### config.mk
export PLATFORM = sky130hd
export DESIGN_NAME = event_readout
export DESIGN_NICKNAME = d
export VERILOG_FILES = /design/src/rtl/readout_pkg.sv /design/src/rtl/event_readout.sv
export SDC_FILE = /design/constraint.sdc
export NUM_CORES = 2
export LEC_CHECK = 0
export CORE_AREA = 2 2 325 327
export DETAILED_ROUTE_END_ITERATION = 8
export DIE_AREA = 0 0 327 329
export GPL_TIMING_DRIVEN = 0
export SYNTH_ARGS = -nofsm -noshare
export SYNTH_HDL_FRONTEND = slang
export SYNTH_SLANG_ARGS = --single-unit
### constraint.sdc
create_clock -name rd_clk -period 45.8 [get_ports rd_clk]
set_input_delay 4.58 -clock rd_clk [delete_from_list [all_inputs] [get_ports rd_clk]]
set_output_delay 4.58 -clock rd_clk [all_outputs]
set_load 0.02 [all_outputs]
### src/rtl/readout_pkg.sv
`default_nettype none
// ============================================================================
// Module   : readout_pkg
// Purpose  : Shared types and constants for the event buffer readout block:
//            FSM state encoding, header marker, sample/word/buffer geometry
//            and the header word builder.
// Revision : 1.0 - initial release
// ============================================================================
package readout_pkg;

    localparam int SAMPLE_W  = 768;
    localparam int WORD_W    = 32;
    localparam int BUF_DEPTH = 64;

    localparam logic [7:0] HDR_MARKER = 8'hEA;

    typedef enum logic [2:0] {
        ST_IDLE   = 3'd0,
        ST_HEADER = 3'd1,
        ST_FETCH  = 3'd2,
        ST_WAIT   = 3'd3,
        ST_SHIFT  = 3'd4
    } state_t;

    // Header word: marker, spare bit, sample count (1..64), event number.
    function automatic logic [WORD_W-1:0] make_header(input logic [6:0]  n_samp,
                                                      input logic [15:0] cnt);
        return {HDR_MARKER, 1'b0, n_samp, cnt};
    endfunction

endpackage
`default_nettype wire

### src/rtl/event_readout.sv
`default_nettype none
// ============================================================================
// Module   : event_readout
// Purpose  : Reads a captured event out of a 64 x 768-bit event buffer and
//            streams it as 32-bit words with valid/ready handshaking. Each
//            event is one header word followed by 24 words per sample,
//            samples taken from address 63 downwards.
// Ports    : rd_clk, rst_n      - clock, async active-low reset
//            evt_ready, n_samples - event-complete pulse and sample count
//            read_addr, buf_data  - event buffer read port
//            dout, dout_valid, dout_ready, dout_last - output stream
//            busy, evt_cnt, drop_cnt - status
// Revision : 1.0 - initial release
// ============================================================================
module event_readout
    import readout_pkg::*;
#(
    parameter int RD_LATENCY       = 2,   // minimum 2 (FETCH + at least one WAIT)
    parameter int WORDS_PER_SAMPLE = 24
) (
    input  logic                rd_clk,
    input  logic                rst_n,
    input  logic                evt_ready,
    input  logic [5:0]          n_samples,
    output logic [5:0]          read_addr,
    input  logic [SAMPLE_W-1:0] buf_data,
    output logic [WORD_W-1:0]   dout,
    output logic                dout_valid,
    input  logic                dout_ready,
    output logic                dout_last,
    output logic                busy,
    output logic [15:0]         evt_cnt,
    output logic [7:0]          drop_cnt
);

    localparam logic [5:0] ADDR_TOP = 6'(BUF_DEPTH - 1);
    localparam logic [4:0] WAIT_END = 5'(RD_LATENCY - 2);
    localparam logic [4:0] WORD_END = 5'(WORDS_PER_SAMPLE - 1);

    logic [1:0]          r_rst_sync;
    logic                w_rst_n;
    state_t              r_state;
    state_t              w_state_next;
    logic [6:0]          r_n_lat;
    logic [6:0]          r_remaining;
    logic [4:0]          r_word_idx;
    logic [SAMPLE_W-1:0] r_shift;
    logic [5:0]          r_read_addr;
    logic [15:0]         r_evt_cnt;
    logic [7:0]          r_drop_cnt;
    logic                w_word_end;
    logic                w_final_sample;
    logic [6:0]          w_n_eff;

    // Reset asserts immediately but releases only after two clean edges.
    always_ff @(posedge rd_clk or negedge rst_n) begin
        if (!rst_n) r_rst_sync <= 2'b00;
        else        r_rst_sync <= {r_rst_sync[0], 1'b1};
    end
    assign w_rst_n = r_rst_sync[1];

    // A request of 0 samples means a full buffer; the MSB carries the 64.
    assign w_n_eff        = {(n_samples == 6'd0), n_samples};
    assign w_word_end     = (r_word_idx == WORD_END);
    assign w_final_sample = (r_remaining == 7'd1);

    // Next-state and stream outputs
    always_comb begin
        w_state_next = r_state;
        dout         = '0;
        dout_valid   = 1'b0;
        dout_last    = 1'b0;
        case (r_state)
            ST_IDLE: begin
                if (evt_ready) w_state_next = ST_HEADER;
            end
            ST_HEADER: begin
                dout       = make_header(r_n_lat, r_evt_cnt);
                dout_valid = 1'b1;
                if (dout_ready) w_state_next = ST_FETCH;
            end
            ST_FETCH: begin
                w_state_next = ST_WAIT;
            end
            ST_WAIT: begin
                if (r_word_idx == WAIT_END) w_state_next = ST_SHIFT;
            end
            ST_SHIFT: begin
                dout       = r_shift[WORD_W-1:0];
                dout_valid = 1'b1;
                dout_last  = w_word_end && w_final_sample;
                if (dout_ready && w_word_end)
                    w_state_next = w_final_sample ? ST_IDLE : ST_FETCH;
            end
            default: w_state_next = ST_IDLE;
        endcase
    end

    always_ff @(posedge rd_clk or negedge w_rst_n) begin
        if (!w_rst_n) begin
            r_state     <= ST_IDLE;
            r_n_lat     <= 7'd0;
            r_remaining <= 7'd0;
            r_word_idx  <= 5'd0;
            r_shift     <= '0;
            r_read_addr <= ADDR_TOP;
            r_evt_cnt   <= 16'd0;
            r_drop_cnt  <= 8'd0;
        end else begin
            r_state <= w_state_next;

            // Any pulse outside IDLE is lost, including one coinciding with
            // the final transfer (state is still SHIFT on that edge).
            if (evt_ready && (r_state != ST_IDLE) && (r_drop_cnt != 8'hFF))
                r_drop_cnt <= r_drop_cnt + 8'd1;

            case (r_state)
                ST_IDLE: begin
                    if (evt_ready) begin
                        r_n_lat     <= w_n_eff;
                        r_remaining <= w_n_eff;
                        r_read_addr <= ADDR_TOP;
                        r_evt_cnt   <= r_evt_cnt + 16'd1;
                        r_word_idx  <= 5'd0;
                    end
                end
                ST_FETCH: begin
                    // Word index doubles as the read-latency wait counter.
                    r_word_idx <= 5'd0;
                end
                ST_WAIT: begin
                    if (r_word_idx == WAIT_END) begin
                        r_shift    <= buf_data;
                        r_word_idx <= 5'd0;
                    end else begin
                        r_word_idx <= r_word_idx + 5'd1;
                    end
                end
                ST_SHIFT: begin
                    if (dout_ready) begin
                        r_shift <= r_shift >> WORD_W;
                        if (w_word_end) begin
                            r_word_idx <= 5'd0;
                            if (!w_final_sample) begin
                                r_remaining <= r_remaining - 7'd1;
                                r_read_addr <= r_read_addr - 6'd1;
                            end
                        end else begin
                            r_word_idx <= r_word_idx + 5'd1;
                        end
                    end
                end
                default: ;
            endcase
        end
    end

    assign read_addr = r_read_addr;
    assign busy      = (r_state != ST_IDLE);
    assign evt_cnt   = r_evt_cnt;
    assign drop_cnt  = r_drop_cnt;

endmodule
`default_nettype wire

==> metrics.txt <==
final core occ 0.520; final-report hold violation count 0; dpl ws ~37000 ps; syn_nets ~5100; async set or reset register ratio after synthesis 1.00; arrival time worst endpoint 4660 ps; Final Critical Period around 9200 ps; area grow syn2layout 34.0%; Bufs on Longest Clock Path 3; vias in the first global route around 34000; GRT Resource Usage Total 0.279; pwr dens between 60 and 70 mW/mm^2; period utilization 0.202; gr busiest metal met2; Synth top area share 0.504; Final GP Congestion about 0.94; unrepaired setup endpoints after global routing no; Ys Warns 0; First-pass DRT Iterations 5; status finished, final reports clean; worst reg2reg setup slack 42160 ps; Avg Cell Area, Syn 9.37 um^2; largest net degree at the start of global routing slightly below 70; peak fanout along the critical path 10; antenna violations before repair between 40 and 50; core footprint approximately 0.10 mm^2; vias per inst ~5; sequential cell area between 0.02 and 0.025 mm^2; TritonCTS Sinks 822; Clk Tree Root Cell clkbuf_16; number of setup buffers added after CTS 0; die height between 300 and 400 um; EDFF count, synth 0; area of the multi-input gates between 0.015 and 0.02 mm^2; Post-Route Setup TNS 0 ps; WHS about 170 ps; die area approximately 0.11 mm^2; placed cell area slightly above 0.05 mm^2; Hold Buf Count CTS 0; DRC 0; First DRT Iteration DRCs 2428; number of synthesized register bits between 800 and 900; largest area contributor in the netlist dfrtp_1; combinational share of power 0.411; M1 GR Usage 0.381; I/O pins around 840; Hold/Removal Path Class flip-flop to asynchronous set/reset pin; fmax about 110 MHz; Initial Utilization 0.388; GR Overflow Total 0; Routed Antenna Nets 0; Synth Instances roughly 4300; worst reg2reg endpoint r_shift[0]; routed wire length approximately 150 mm; num rows between 100 and 150; total net switching power around 1.2 mW; CTS tree done; vias post-DR approximately 34000; Mapped Area 0.0405 mm^2; Final Skew ~29 ps; max-cap violations 0; met2 Resource Use GR 0.447; cell area after layout 0.0543 mm^2; largest cells by area after synthesis dfrtp_1, nand2_1, mux2_2, clkbuf_1, mux2_4; post-synthesis sequential area ratio 0.508; sw frac 0.349; Final HPWL DP 122 mm; Main synth FF type dfrtp_1; Slew HR 0.191; met3 Resource Use GR 0.0446; ratio of cells with drive above 1 in the final layout 0.187; Fillers between 9000 and 10000; total CTS buffers between 90 and 100; Max Slew Vio Count 0; Seq pwr share 0.371; Worst IR Drop VDD approximately 0.037 mV; Die X ~330 um; CP startpoint kind flip-flop; Cell variety after synth 52; Crit Path Category flip-flop to output pin; CP required just over 40000 ps; Reg2Reg Depth 8; actual slew at the worst max-slew pin 1210 ps; Worst setup EP type output pin; first-pass GRT wire length about 220 mm; reg2reg start r_state[2]; final setup violation count 0; clk_lat worst skew approximately 680 ps; Int Pwr between 2 and 2.5 mW; final setup margin approximately 37000 ps; wire per inst between 20 and 25 um; nets@finish 6056; H-Tree Depth 3; Clk network pwr share 0.217; leak pwr between 20 and 30 nW; Port Buffers roughly 840; Clock transition at path regs approximately 60 ps; Resize count post-CTS 0
[kinds of logic after synthesis]
| logic type | synth area share |
|---|---|
| and+or+nand+nor | 0.222 |
| DFF | 0.508 |
| muxes | 0.209 |
| buffers and inverters | 0.0329 |
| AOI/OAI and AO/OA | 0.0202 |
| xor gates and xnor gates | 0.00498 |
| adders and majority gates | 0.00216 |
| other | 0.0000926 |
[cell usage after synthesis, drive strengths merged, types with 3 or more instances]
cell	count
nand3	28
dfstp	6
inv	8
nand2b	3
o221ai	4
mux2	738
o21ai	6
nor2	20
or2	4
xor2	12
or4	3
nor3	7
dfrtp	816
ha	7
nor4b	3
a22o	56
o211ai	6
buf	87
and3	5
nand4	6
a21o	8
and2	6
xnor2	11
a21oi	10
nand2	2247
or3	3
clkbuf	183
[sequential cells by signal, summed over array words and instances, names as in the netlist]
name	cells
drop_cnt	8
evt_cnt	16
r_n_lat	7
r_remaining	7
r_rst_sync	2
r_shift	768
r_state	3
r_word_idx	5
read_addr	6
[layer usage]
layer  share of wire  up-vias
met5         0.00078        -
met4           0.036       18
met1            0.44    16300
met2            0.47     1098
met3           0.058      249
li1                -    15900
[worst max-delay path: stages, from the launching register on]
cell and delay, ps:
dfrtp_1 410, buf_2 190, nor3b_1 180, buf_2 430
clkbuf_1 830, clkbuf_1 920, and3_1 360, clkdlybuf4s50_1 630
[placed cells by master, fill, tap and decap left out, drive strengths merged, types with 3 or more instances in the layout]
master         netlist  layout
o221ai               4       4
a21oi               10      10
o21ai                6       6
nand2             2247    2247
o211ai               6       6
nor3                 7       7
dfrtp              816     816
or4                  3       3
diode                0      36
a21o                 8       8
bufinv               0       5
nand2b               3       3
dfstp                6       6
xor2                12      12
ha                   7       7
and3                 5       5
nor2                20      20
a22o                56      56
clkinv               0      17
and2                 6       6
mux2               738     738
or3                  3       3
nor4b                3       3
or2                  4       4
clkbuf             183     328
nand3               28      28
nand4                6       6
inv                  8      11
buf                 87     101
xnor2               11      11
clkdlybuf4s50        0     841
clkinvlp             0       3
[cell type report]
| cell class | count | area share |
|---|---|---|
| clock inverter | 28 | 0.00551 |
| tap | 1391 | 0.0321 |
| clock buffer | 145 | 0.0523 |
| buffer | 270 | 0.0240 |
| inverter | 8 | 0.000553 |
| sequential | 822 | 0.379 |
| antenna | 36 | 0.00166 |
| timing repair buffer | 855 | 0.162 |
| multi-input combinational | 3219 | 0.342 |
[per-stage QoR]
| stage | cells | power (mW) |
|---|---|---|
| 2_1_floorplan | 4319 | 2.31 |
| 3_3_place_gp | 6551 | 2.75 |
| 3_5_place_dp | 6565 | 2.78 |
| 4_1_cts | 6738 | 3.56 |
| 5_1_grt | 6765 | 3.76 |
| 6_report | 6774 | 3.55 |
[power by group through the flow]
| stage | logic [mW] | clock network [mW] | registers, mW |
|---|---|---|---|
| final | 1.46 | 0.772 | 1.32 |
| after global routing | 1.59 | 0.810 | 1.36 |
| after CTS | 1.47 | 0.784 | 1.31 |
| after detailed placement | 1.46 | 0 | 1.32 |
| after floorplan | 1.04 | 0 | 1.27 |
| after global placement | 1.41 | 0 | 1.33 |
[how the worst max path moves through the flow]
| stage | cells past startpoint | to | startpoint | slack, ps |
|---|---|---|---|---|
| CTS | 7 | dout_last | r_state[1] | 36450 |
| global placement | 0 | r_shift[25] | r_rst_sync[1] | 10090 |
| floorplan | 0 | drop_cnt[0] | r_rst_sync[1] | 21200 |
| detailed placement | 7 | dout_last | r_state[1] | 37210 |
| finish | 7 | dout_last | r_state[1] | 36560 |
| global route | 7 | dout_last | r_state[1] | 36350 |
Power figures use the tool's default switching activity.
